===== src/rtl/dr_pkg.sv =====
// Shared encodings for the data-reordering controller: FSM states,
// schedule mode codes and datapath latency.
package dr_pkg;

  typedef enum logic [2:0] {
    ST_IDLE  = 3'd0,
    ST_LOAD  = 3'd1,
    ST_RUN   = 3'd2,
    ST_DRAIN = 3'd3,
    ST_DONE  = 3'd4
  } state_t;

  localparam logic [1:0] MODE_PASS = 2'b00;
  localparam logic [1:0] MODE_SWAP = 2'b01;
  localparam logic [1:0] MODE_PAT  = 2'b10;
  localparam logic [1:0] MODE_ROT  = 2'b11;

  // Datapath register stages between an accepted word and out_valid.
  localparam int unsigned DR_LAT = 1;

  // Beat counter width, sized for up to 16 beats per frame.
  localparam int unsigned BEAT_W = 4;

endpackage


===== src/rtl/dr_sel_gen.sv =====
// Combinational select schedule: maps (mode, beat index) to {s1,s0}.
module dr_sel_gen
  import dr_pkg::*;
(
  input  logic [1:0]        mode,
  input  logic [BEAT_W-1:0] beat,
  output logic [1:0]        sel
);

  // Decode the schedule for the requested beat; sel is {s1,s0}.
  always_comb begin
    sel = 2'b00;
    case (mode)
      MODE_PASS: sel = 2'b00;
      MODE_SWAP: sel = 2'b11;
      MODE_PAT:  sel = {(~beat[2]) | beat[1], (~beat[3]) | beat[0]};
      MODE_ROT:  sel = beat[1:0];
    endcase
  end

endmodule


===== src/rtl/dr_ctrl.sv =====
// Frame sequencer for the reordering datapath: accepts frame_len+1 beats,
// drives the registered select lines per beat and tracks the one-deep
// output stage of the datapath.
//
// state | meaning
// ------+------------------------------------------------------------
// IDLE  | waiting for start; mode/frame_len captured on the start edge
// LOAD  | one cycle: dr_clear pulse, beat_cnt zeroed, beat-0 selects loaded
// RUN   | accepting beats while the output stage can take one
// DRAIN | last beat accepted; waiting for its output to be taken
// DONE  | one cycle: done pulse, then back to IDLE
module dr_ctrl
  import dr_pkg::*;
#(
  parameter int N    = 8,
  parameter int MAXB = 16
) (
  input  logic              clk,
  input  logic              clear,
  input  logic              start,
  input  logic [1:0]        mode,
  input  logic [BEAT_W-1:0] frame_len,
  input  logic              in_valid,
  output logic              in_ready,
  output logic              out_valid,
  input  logic              out_ready,
  output logic              s0,
  output logic              s1,
  output logic              dr_clear,
  output logic              busy,
  output logic              done,
  output logic [BEAT_W-1:0] beat_cnt
);

  // The controller is built for a 16-beat counter and a single-stage datapath;
  // N only travels with the datapath and needs no logic here.
  if (N < 1 || MAXB != (1 << BEAT_W) || DR_LAT != 1) begin : g_param_check
  end

  state_t            state, state_nx;
  logic [1:0]        mode_q;
  logic [BEAT_W-1:0] flen_q;
  logic [BEAT_W-1:0] sel_idx;
  logic [1:0]        sel_nx;
  logic [1:0]        sel_q;
  logic              xfer;
  logic              last_beat;

  assign in_ready  = (state == ST_RUN) & (~out_valid | out_ready);
  assign xfer      = in_valid & in_ready;
  assign last_beat = (beat_cnt == flen_q);

  // LOAD prepares beat 0; afterwards the selects look one beat ahead.
  assign sel_idx = (state == ST_LOAD) ? '0 : beat_cnt + 1'b1;

  dr_sel_gen u_sel_gen (
    .mode (mode_q),
    .beat (sel_idx),
    .sel  (sel_nx)
  );

  assign s0 = sel_q[0];
  assign s1 = sel_q[1];

  // State register.
  always_ff @(posedge clk or posedge clear) begin
    if (clear) state <= ST_IDLE;
    else       state <= state_nx;
  end

  // Next-state decode and state-derived outputs.
  always_comb begin
    state_nx = state;
    busy     = (state != ST_IDLE);
    dr_clear = 1'b0;
    done     = 1'b0;
    case (state)
      ST_IDLE:  if (start) state_nx = ST_LOAD;
      ST_LOAD: begin
        dr_clear = 1'b1;
        state_nx = ST_RUN;
      end
      ST_RUN:   if (xfer && last_beat) state_nx = ST_DRAIN;
      ST_DRAIN: if (out_valid && out_ready) state_nx = ST_DONE;
      ST_DONE: begin
        done     = 1'b1;
        state_nx = ST_IDLE;
      end
      default:  state_nx = ST_IDLE;
    endcase
  end

  // Frame configuration, beat counter, select register and output stage.
  always_ff @(posedge clk or posedge clear) begin
    if (clear) begin
      mode_q    <= '0;
      flen_q    <= '0;
      beat_cnt  <= '0;
      sel_q     <= '0;
      out_valid <= 1'b0;
    end else begin
      if (state == ST_IDLE && start) begin
        mode_q <= mode;
        flen_q <= frame_len;
      end
      if (state == ST_LOAD) begin
        beat_cnt <= '0;
        sel_q    <= sel_nx;
      end else if (xfer) begin
        beat_cnt <= beat_cnt + 1'b1;
        sel_q    <= sel_nx;
      end
      out_valid <= xfer | (out_valid & ~out_ready);
    end
  end

endmodule


===== config.mk =====
export PLATFORM = sky130hd
export DESIGN_NAME = dr_ctrl
export DESIGN_NICKNAME = d
export VERILOG_FILES = /design/src/rtl/dr_pkg.sv /design/src/rtl/dr_sel_gen.sv /design/src/rtl/dr_ctrl.sv
export SDC_FILE = /design/constraint.sdc
export NUM_CORES = 1
export LEC_CHECK = 0
export ABC_AREA = 1
export BUFFER_PORTS_ARGS = -buffer_cell sky130_fd_sc_hd__buf_2
export CAP_MARGIN = 20
export CORE_MARGIN = 1.5
export CORE_UTILIZATION = 40
export DETAILED_ROUTE_END_ITERATION = 7
export GPL_TIMING_DRIVEN = 1
export SLEW_MARGIN = 20
export SYNTH_ARGS = -nofsm -noshare
export SYNTH_HDL_FRONTEND = slang
export SYNTH_SLANG_ARGS = --single-unit

===== constraint.sdc =====
create_clock -name clk -period 1.75 [get_ports clk]
set_input_delay 0.0875 -clock clk [delete_from_list [all_inputs] [get_ports clk]]
set_output_delay 0.0875 -clock clk [all_outputs]
set_load 0.1 [all_outputs]

==> run_results.csv <==
group,metric,value,unit
run_status,status,"completed",
synth,syn_area_per_cell,7.476,um2
setup_path,required,1.66,ns
synth,post_synth_xor_area_fraction,0.9845,%
clock_network,cts_buffer_depth,2,
timing,timing_worst_slew_pin_value,0.6110,ns
routing,ant_nets,0,
final_layout,layout.cells.most_common,"nand2_1",
routing,drt-wirelength-per-cell,10.55,um
setup_path,critical-path-top-delay-family,"buffers and inverters",
synth,synth_top_cell_area_share,45.01,%
grt,grt-ovfl-total,0,
synth,synth_top_area_cell,"dfrtp_1",
clock_network,clk_pin_slew,0.09,ns
place,gp_routability_congestion,0.8605,
grt,grt_antenna_before_repair,0,
floorplanning,start_util,44.00,%
timing,fmax,0.6017,GHz
floorplanning,placeableCoreArea,2022,um2
timing,skew,0.001446,ns
place,post-dp-hpwl,1383,um
setup_path,critPathBufInv,2,
floorplanning,pin_count,22,
run,drv.max_cap_violation_count,0,
routing,dr.first_iter.drc_count,13,
setup_path,critical_path.max_fanout,6,
clock_network,cts-htree-levels,1,
synth,synth_mux_area_share,1.266,%
clock_network,clock_tree.root_cell,"clkbuf_4",
min_path,worstHoldPathType,"input pin to register",
routing,post_route_met1_wirelength,903,um
setup_path,rr_startpoint,"state[0]",
synth,post_synth_main_area_contributors,"dfrtp_1 45%, nand2_1 15%, inv_1 9.3%",
synth,synthCells,119,
routing,wl_met2,817,um
place,portBuffers,21,
routing,drt_drc_violations_left,0,
setup_path,worst_path_max_stage_delay,0.46,ns
timing,layout_min_cycle_time,1.662,ns
final_layout,final_net_count,158,
clock_network,clock_sinks,16,
setup_path,crit_type,"register to primary output",
synth,synth_area_in_adders,1.406,%
place,setup_slack_after_placement,0.3471,ns
synth,synth_compound_gate_area_share,6.751,%
setup_path,worstPathCellList,"nor2_4 -> nand3_2 -> clkinvlp_4 -> buf_2",
final_layout,antenna_cells,0,
timing,finalSetupViolCount,0,
final_layout,areaGrowthSynthToFinish,21.66,%
timing,tns,0,ns
clock_network,clk_latency,0.28,ns
routing,drt-total-wl,1814,um
routing,viasPerCell,4.634,
floorplanning,fp.dieH,50.16,um
routing,detail_route.first_pass.iterations,4,
timing,unrepaired_setup_endpoints_after_global_routing,"false",
synth,post_synth_and_or_nand_nor_area_fraction,34.32,%
synth,yosys_register_bits,16,
synth,yosys_warnings,0,
setup_path,crit_arrival,1.57,ns
synth,syn_nets,131,
floorplanning,die_w,50.16,um
setup_path,cp_endpoint_kind,"primary output",
routing,wl_met3,80,um
floorplanning,die-area,2516,um2
timing,slew_viol_final,0,
final_layout,layout-drive-gt1-share,26.90,%
clock_network,cts_tree,"built",
final_layout,n_fill_cell,202,
grt,grt_first_pass_wirelength,3270,um
synth,mappedNetlistArea,889.6,um2
grt,gr-usage-all-layers,16.92,%
clock_network,cts_buffers,3,
synth,largest_family_of_logic_cells_by_synthesized_area,"simple AND/OR/NAND/NOR gates",
timing,max-slew-margin-rel,59.23,%
synth,netlist-cell-type-count,23,
timing,final.setup.worst_slack,0.08810,ns
min_path,worst_min_path_start,"mode[0]",
routing,vias,797,
routing,top_signal_layer_used,"met4",
setup_path,cp-start-kind,"register",
final_layout,total_non_filler_cell_area_in_the_finished_layout,1082,um2
grt,largest_net_degree_at_the_start_of_global_routing,17,
timing,hold_viol,0,
place,placement.cell_area,1044,um2
synth,synth_seq_area_share,45.01,%
floorplanning,num_rows,16,
grt,grt_pass1_vias,772,
final_layout,layout_common_cells,"36 x nand2_1, 21 x inv_1, 20 x buf_2, 13 x dfrtp_1, 10 x nor2_1",
timing,layout_worst_path_cycle_share,94.97,%
setup_path,critPathSlowestCell,"dfrtp_1",
setup_path,critical_path.startpoint,"state[0]",
state kept, by name, summed over array words and instances, names as in the netlist:
register / flops
beat_cnt: 4
flen_q: 4
out_valid: 1
state: 3
sel_q: 2
mode_q: 2
through the flow:
stage / hold WS [ns] / cells / util, %
3_3_place_gp: 0.2001 / 167 / 51.61
4_1_cts: 0.02345 / 172 / 53.40
2_1_floorplan: 0.001037 / 119 / -
6_report: 0.03056 / 172 / 53.53
5_1_grt: 0.02558 / 172 / 53.53
3_5_place_dp: 0.2044 / 167 / 51.61
logic make-up (layout without fill, tap and decap cells):
kind of cell | after synthesis | count (layout)
adders and majority gates | 1 | 1
AOI/OAI and AO/OA | 11 | 11
muxes | 1 | 1
buffers and inverters | 24 | 50
DFF | 16 | 16
and+or+nand+nor | 65 | 65
xor gates and xnor gates | 1 | 1
path summary, 6_finish.rpt:
| check | slack (ns) | to | cells past startpoint |
|---|---|---|---|
| worst max-delay path | 0.09 | in_ready | 4 |
| worst min-delay path | 0.03 | mode_q[0] | 2 |
| min in group asynchronous | 0.41 | flen_q[0] | 3 |
| worst max register to register | 0.34 | flen_q[0] | 5 |
| max in group asynchronous | 0.91 | out_valid | 3 |
| worst min register to register | 0.50 | sel_q[1] | 2 |
timing repair:
item,CTS,global route
gates resized for setup,0,1
hold buffers,1,0
endpoints found under the hold margin,16,0
endpoints found under the setup margin,0,1
buffers inserted,0,0
worst reg2reg max path, stage by stage, from the launching register on:
cell and delay (ns):
dfrtp_1 0.46, nor2_4 0.21, nand3_1 0.26, buf_4 0.25, nor2_1 0.08, a21oi_1 0.05
Yosys cell counts (all sizes together):
master  number
xor2         1
o21ai        4
nand3        9
nand2       38
mux2         1
dfrtp       16
nand4        3
o211ai       2
or2          2
buf          1
a21oi        5
ha           1
nor2        12
inv         23
nor3         1
cell type report:
cell class	count	area (um2)	share of cell area, %
flip-flops and latches	16	404.1	37.34
multi-input cells	79	402.9	37.23
repair buffers	23	125.1	11.56
inverters	23	90.09	8.324
well taps	27	33.78	3.121
clock buffers	4	26.28	2.428
per-layer routing:
metal / vias up / global-route usage (%)
li1: 420 / -
met1: 357 / 22.99
met5: - / 0
met4: 0 / 7.407
met2: 18 / 25.66
met3: 2 / 3.869
Power is not shown: default switching activity piles up to over one toggle a cycle in this logic, so the estimate is an artifact.
